--- src/rtl/f_sweep_ctrl_if.sv ---
// Handshake/bus bundle between the sweep controller and the function under test.
interface f_sweep_ctrl_if;
  logic        start;
  logic [3:0]  a_out;
  logic        f_in;
  logic        busy;
  logic        done;
  logic        pass;
  logic [15:0] result;
  logic [4:0]  err_count;

  // Controller side: drives the code and status, samples start and F's response
  modport master (
    input  start,
    input  f_in,
    output a_out,
    output busy,
    output done,
    output pass,
    output result,
    output err_count
  );

  // Harness side: requests sweeps, provides F's response, observes status
  modport slave (
    output start,
    output f_in,
    input  a_out,
    input  busy,
    input  done,
    input  pass,
    input  result,
    input  err_count
  );
endinterface

--- src/rtl/f_sweep_ctrl.sv ---
// Exhaustive sweep of a 4-input/1-output combinational function: drives all
// 16 codes, captures the truth table, and compares it against EXP_MASK.
module f_sweep_ctrl #(
  parameter logic [15:0] EXP_MASK = 16'h00F8
) (
  input logic            clk,
  input logic            rst,
  f_sweep_ctrl_if.master bus
);

  typedef enum logic [1:0] {IDLE, SWEEP, DONE} state_t;

  state_t      state;
  logic [15:0] captured;
  logic        mismatch;

  // Truth table including the bit sampled this cycle, and its per-code mismatch
  always_comb begin
    captured           = bus.result;
    captured[bus.a_out] = bus.f_in;
    mismatch           = (bus.f_in != EXP_MASK[bus.a_out]);
  end

  // Sweep FSM with all outputs registered
  always_ff @(posedge clk) begin
    if (rst) begin
      state         <= IDLE;
      bus.a_out     <= '0;
      bus.busy      <= 1'b0;
      bus.done      <= 1'b0;
      bus.pass      <= 1'b0;
      bus.result    <= '0;
      bus.err_count <= '0;
    end else begin
      case (state)
        IDLE: begin
          bus.done <= 1'b0;
          if (bus.start) begin
            state         <= SWEEP;
            bus.busy      <= 1'b1;
            bus.a_out     <= '0;
            bus.result    <= '0;
            bus.err_count <= '0;
            bus.pass      <= 1'b0;
          end
        end
        SWEEP: begin
          bus.result <= captured;
          if (mismatch)
            bus.err_count <= bus.err_count + 5'd1;
          if (bus.a_out == 4'hF) begin
            state     <= DONE;
            bus.busy  <= 1'b0;
            bus.done  <= 1'b1;
            bus.a_out <= '0;
            // compare uses the vector with the final bit merged in
            bus.pass  <= (captured == EXP_MASK);
          end else begin
            bus.a_out <= bus.a_out + 4'd1;
          end
        end
        DONE: begin
          state    <= IDLE;
          bus.done <= 1'b0;
        end
        default: begin
          state     <= IDLE;
          bus.busy  <= 1'b0;
          bus.done  <= 1'b0;
          bus.a_out <= '0;
        end
      endcase
    end
  end

endmodule

--- src/flat_wrapper.sv ---
// flat-port wrapper written by rule: the top's interface ports become plain ports
module f_sweep_ctrl_flat 
#(
  parameter logic [15:0] EXP_MASK = 16'h00F8
)
  (clk, rst, bus_start, bus_f_in, bus_a_out, bus_busy, bus_done, bus_pass, bus_result, bus_err_count);
  f_sweep_ctrl_if bus_i ();
  input logic clk;
  input logic rst;
  input wire logic [$bits(bus_i.start)-1:0] bus_start;
  input wire logic [$bits(bus_i.f_in)-1:0] bus_f_in;
  output wire logic [$bits(bus_i.a_out)-1:0] bus_a_out;
  output wire logic [$bits(bus_i.busy)-1:0] bus_busy;
  output wire logic [$bits(bus_i.done)-1:0] bus_done;
  output wire logic [$bits(bus_i.pass)-1:0] bus_pass;
  output wire logic [$bits(bus_i.result)-1:0] bus_result;
  output wire logic [$bits(bus_i.err_count)-1:0] bus_err_count;
  assign bus_i.start = bus_start;
  assign bus_i.f_in = bus_f_in;
  assign bus_a_out = bus_i.a_out;
  assign bus_busy = bus_i.busy;
  assign bus_done = bus_i.done;
  assign bus_pass = bus_i.pass;
  assign bus_result = bus_i.result;
  assign bus_err_count = bus_i.err_count;
  f_sweep_ctrl #(.EXP_MASK(EXP_MASK)) u_core (.clk(clk), .rst(rst), .bus(bus_i));
endmodule
--- config.mk ---
export PLATFORM = sky130hd
export DESIGN_NAME = f_sweep_ctrl_flat
export DESIGN_NICKNAME = d
export VERILOG_FILES = /design/src/rtl/f_sweep_ctrl_if.sv /design/src/rtl/f_sweep_ctrl.sv /design/src/flat_wrapper.sv
export SDC_FILE = /design/constraint.sdc
export NUM_CORES = 1
export LEC_CHECK = 0
export BUFFER_PORTS_ARGS = -buffer_cell sky130_fd_sc_hd__buf_2
export CORE_MARGIN = 8
export CORE_UTILIZATION = 45
export CTS_CLUSTER_SIZE = 16
export DETAILED_ROUTE_END_ITERATION = 16
export PLACE_DENSITY = 0.67
export SLEW_MARGIN = 5
export SYNTH_ARGS = -nofsm -noshare
export SYNTH_HDL_FRONTEND = slang
export SYNTH_SLANG_ARGS = --single-unit
--- constraint.sdc ---
create_clock -name clk -period 3.5 [get_ports clk]
set_clock_uncertainty 0.1 [all_clocks]
set_input_delay 0.525 -clock clk [delete_from_list [all_inputs] [get_ports clk]]
set_output_delay 0.525 -clock clk [all_outputs]
set_load 0.1 [all_outputs]
Word-level counts from Yosys, hierarchy flattened
Memories as Yosys holds them, arrays and structs flattened. A register that Yosys moved wholly into a read port is not among the register bits.
Cells that the tools add are included.
W data, S select, Z words.
- bitwise gates (word level): 2
- eq/ne operators: 8
- reduce and logical (&&, ||, !) cells: 10
- $add $sub $neg: 2
- $lt $le $gt $ge: 2
- multiplexer cells: 23
- operators by type and width (operator ; count):
    $pmux W16 S2 ; 1
    $bwmux W16 ; 1
    $eq A16 B8 Y1 const B ; 1
    $mux W16 ; 1
    $mux W4 ; 4
    $pmux W4 S3 ; 1
    $mux W5 ; 2
    $pmux W5 S2 ; 1
    $reduce_and A3 Y1 ; 3
    $mux W1 ; 6
    $reduce_and A2 Y1 ; 3
    $add A5 B1 Y5 const B ; 1
    $lt A4 B5 Y1 const B ; 1
    $add A4 B1 Y4 const B ; 1
    $demux W1 S4 ; 1
    $eq A4 B4 Y1 const B ; 1
    $ge A4 B1 Y1 const B ; 1
    $mux W2 ; 2
    $ne A2 B1 Y1 const B ; 2
    $pmux W2 S2 ; 1
    $pmux W1 S3 ; 1
    $eq A2 B1 Y1 const B ; 1
    $eq A2 B2 Y1 const B ; 1
    $logic_not A2 Y1 ; 1
    7 further kinds ; 8
- memories: 1
- memory bits (read-only): 16
- bits in registers: 30
- logic and storage cells: 55
- memory list (memory ; words ; bits a word ; read ports ; clocked after memory_dff ; wr ports ; RTL line ; source):
    (name not given) ; 16 ; 1 ; 1 ; 1 ; 0 ; f_sweep_ctrl.sv:21 ; mismatch = (bus.f_in != EXP_MASK[bus.a_out]);

Longest topological paths before layout
- word-level depth: 8
- gate-level depth with buffers: 8

Worst setup path before layout
No wires, ideal clock.
- kind: register to register
- start: reg u_core.bus.a_out[0]
- end: reg u_core.bus.pass
- data required time: 3.308 ns
- slack: 0.891 ns
- data arrival time: 2.417 ns
- path buffers: 0
- cell stages (with the launch flop): 8
- clock period less this slack: 2.609 ns
- path through: dfxtp_1 > inv_1 > ha_1 > nor3b_1 > mux2_2 > a2111oi_2 > nand4_1 > o32ai_1
- cells in the longest elaborated chain, start to end: 8
- elaborated cells on any way between the ends: 12
- classes of those cells: 2 x order compare; 3 x eq/ne; 5 x mux; 2 x reduce/logical
- ends and longest elaborated chain (element ; RTL line ; source):
    start, declared ; f_sweep_ctrl_if.sv:16 ; output a_out,
    start signal, assigned ; f_sweep_ctrl.sv:59 ; bus.a_out <= bus.a_out + 4'd1;
    $lt A4 B5 Y1 (not written as such) / $ge A4 B1 Y1 (equally long branches) ; f_sweep_ctrl.sv:20 ; captured[bus.a_out] = bus.f_in;
    $logic_and A1 B1 Y1 (not written as such) ; f_sweep_ctrl.sv:20 ;
    $mux W1 (not written as such) ; f_sweep_ctrl.sv:20 ;
    $demux W1 S4 ; n/a ;
    $bwmux W16 ; f_sweep_ctrl.sv:20 ;
    $eq A16 B8 Y1 ; f_sweep_ctrl.sv:57 ; bus.pass <= (captured == EXP_MASK);
    $mux W1 ; f_sweep_ctrl.sv:51 ; if (bus.a_out == 4'hF) begin
    $pmux W1 S2 ; f_sweep_ctrl.sv:35 ; case (state)
    end signal, assigned ; f_sweep_ctrl.sv:57 ;
    end, declared ; f_sweep_ctrl_if.sv:19 ; output pass,
Several ways; a longest one is shown, not always the timed one. The select of a mux whose other input is x is not followed.
A chain may end at the register's enable or synchronous reset.

Worst setup path in the final report
- start: reg u_core.bus.a_out[3]
- end: out bus_a_out[3]
- RTL lines (element ; RTL line ; source):
    end, declared ; flat_wrapper.sv:12 ; output wire logic [$bits(bus_i.a_out)-1:0] bus_a_out;
No word-level cell between the ends.

==> run metrics <==
CP delay by family, top=flip-flops; Final Max Slew Viols=0; final wirelength=4290 µm; Syn-to-layout area delta=11.9%; cell accounting for the most synthesized area=dfxtp_1; CTS tree=done; crit path kind=reg2out; CP arrival=1.73 ns; syn nets=220; Mapped Area=1730 µm²; Clock Sinks=31; relative slew slack=0.419; vias=1617; buffer type at the clock tree root=clkbuf_8; Global Route Usage Sum=0.144; final-report hold violation count=0; Final setup violation count=0; Yosys reg bits=31; Final Critical Period=2.35 ns; vias per cell=5.80; CP Cell Sequence=buf_2; Routed Antenna Nets=0; num ports=32; num rows=22; CTS Buf Count=5; die width=78.0 µm; half-perimeter wire length after placement=2990 µm; Antenna Cells=0; share of cells above drive strength 1=0.212; DRC violations left=0; Worst-path clk slew=0.06 ns; kind of end point of the critical path=primary output; Mapped Cells=210; Highest Clock Rate=425 MHz; Clock Path Buffers=2; WL/cell=15.4 µm; Post-synth ARST share=0; CP Data Required Time=2.87 ns; Detailed Routing Iterations Pass 1=5; RSZ-0062 raised after global routing=false; worst-margin pin slew=0.871 ns; Skew-Pair Late Insertion Delay=0.28 ns; postcts setup bufs=0; Yosys cell types=48; Crit path buffers/inverters=1; vias in the first global route=1550; nature of the critical path startpoint=register; most frequent cells in the layout=dfxtp_1, buf_2, o21ai_0; hold buffer count at cts=0; part of the cycle the worst path needs=0.673; # port buffers=31; YS warnings=0; pwr/cell area=362 nW/µm²; grt ovf=0; post-synthesis sequential area ratio=0.359; most common flop cell mapped by yosys=dfxtp_1; P_leak=0.790 nW; final setup TNS=0 ns; Die Span Y=78.0 µm; status=completed; EDFF count, synth=0; post-CTS sizing=0; Synth top area share=0.359; synthesized area per cell=8.24 µm²; HP Class=reg2reg; peak supply drop=0.000169 V; fillcell total=392; largest net degree at the start of global routing=29; RD Place Congestion=0.811; total of max-cap violations=0; first-pass GRT wire length=7290 µm; Starting Density=0.469; number of antenna violations at the first check in global routing=0; H-tree depth=2; Power Total=0.702 mW; Crit-path slowest cell=dfxtp_1; crit-path max cell delay=0.89 ns; die area=6090 µm²; DR iter-0 viols=110; largest cells by area after synthesis=dfxtp_1, o21ai_0, a21oi_1; Core Footprint=3690 µm²; nets=242; Max FO, Critical Path=28
[logic make-up (layout without fill, tap and decap cells)]
kind of cell    Yosys count  count (layout)  share of synthesized area
compound gates           75              75                      0.273
xor+xnor                  4               4                     0.0202
fa+ha+maj                 6               6                     0.0434
buf+inv                  25              46                     0.0687
flops                    31              31                      0.359
mux                       8               8                     0.0492
simple gates             61              61                      0.187
[metal layers]
layer	vias to the layer above	track usage	part of all wire
met2	39	0.219	0.46
met5	-	0	0
li1	800	-	-
met1	769	0.180	0.47
met4	0	0.0648	0.016
met3	9	0.0501	0.059
[power by group]
part	internal [mW]	switching (mW)
sequential	0.358	0.00679
combinational	0.0235	0.0648
clock	0.132	0.117
[final cells by class]
class | count | area, µm² | share of cell area
tap | 48 | 60.1 | 0.0310
timing repair buffer | 32 | 163 | 0.0840
sequential | 31 | 621 | 0.320
multi-input combinational | 154 | 991 | 0.512
inverter | 8 | 30.0 | 0.0155
clock buffer | 6 | 72.6 | 0.0375
[cell usage after synthesis (2+ instances only)]
master    instances
nor2_1           17
clkbuf_1          7
o21bai_1          2
a22oi_1           2
xor2_1            3
mux2i_1           4
o21ai_2           2
nand2_1          14
nand3b_1          3
nand4_1           5
o22ai_1           3
dfxtp_1          31
nor2b_1           4
a21boi_0          2
ha_1              6
o21ai_0          27
a211oi_1          2
nor3b_1           3
mux2_2            4
a21oi_1          16
buf_2             8
a22o_1            2
buf_6             2
inv_1             8
nand2b_1          2
a31oi_1           3
o21ai_1           2
nand3_1           6
[worst paths after layout]
kind                                 to  slack, ns                   from  depth (start not counted)
setup / recovery           bus_a_out[3]       1.15    u_core.bus.a_out[3]                          1
hold / removal    u_core.bus.result[12]       0.38  u_core.bus.result[12]                          2
setup reg to reg               register       1.41        u_core.state[0]                          5
hold reg to reg   u_core.bus.result[12]       0.38  u_core.bus.result[12]                          2
[registers in the layout, indices dropped and copies added (netlist names), named ones only]
signal	count
u_core.bus.err_count	5
u_core.bus.a_out	4
u_core.bus.busy	1
u_core.state	2
u_core.bus.result	16
u_core.bus.pass	1
u_core.bus.done	1
[per-stage QoR]
| step | hold slack (ns) | util | instance area [µm²] | cells | setup slack (ns) |
|---|---|---|---|---|---|
| 2_1_floorplan | 0.545 | - | 1730 | 210 | 0.891 |
| 3_3_place_gp | 0.364 | 0.505 | 1860 | 273 | 1.36 |
| 3_5_place_dp | 0.359 | 0.505 | 1860 | 273 | 1.29 |
| 4_1_cts | 0.377 | 0.525 | 1940 | 279 | 1.14 |
| 5_1_grt | 0.398 | 0.525 | 1940 | 279 | 1.03 |
| 6_report | 0.376 | 0.525 | 1940 | 279 | 1.15 |
Power figures use the tool's default switching activity.
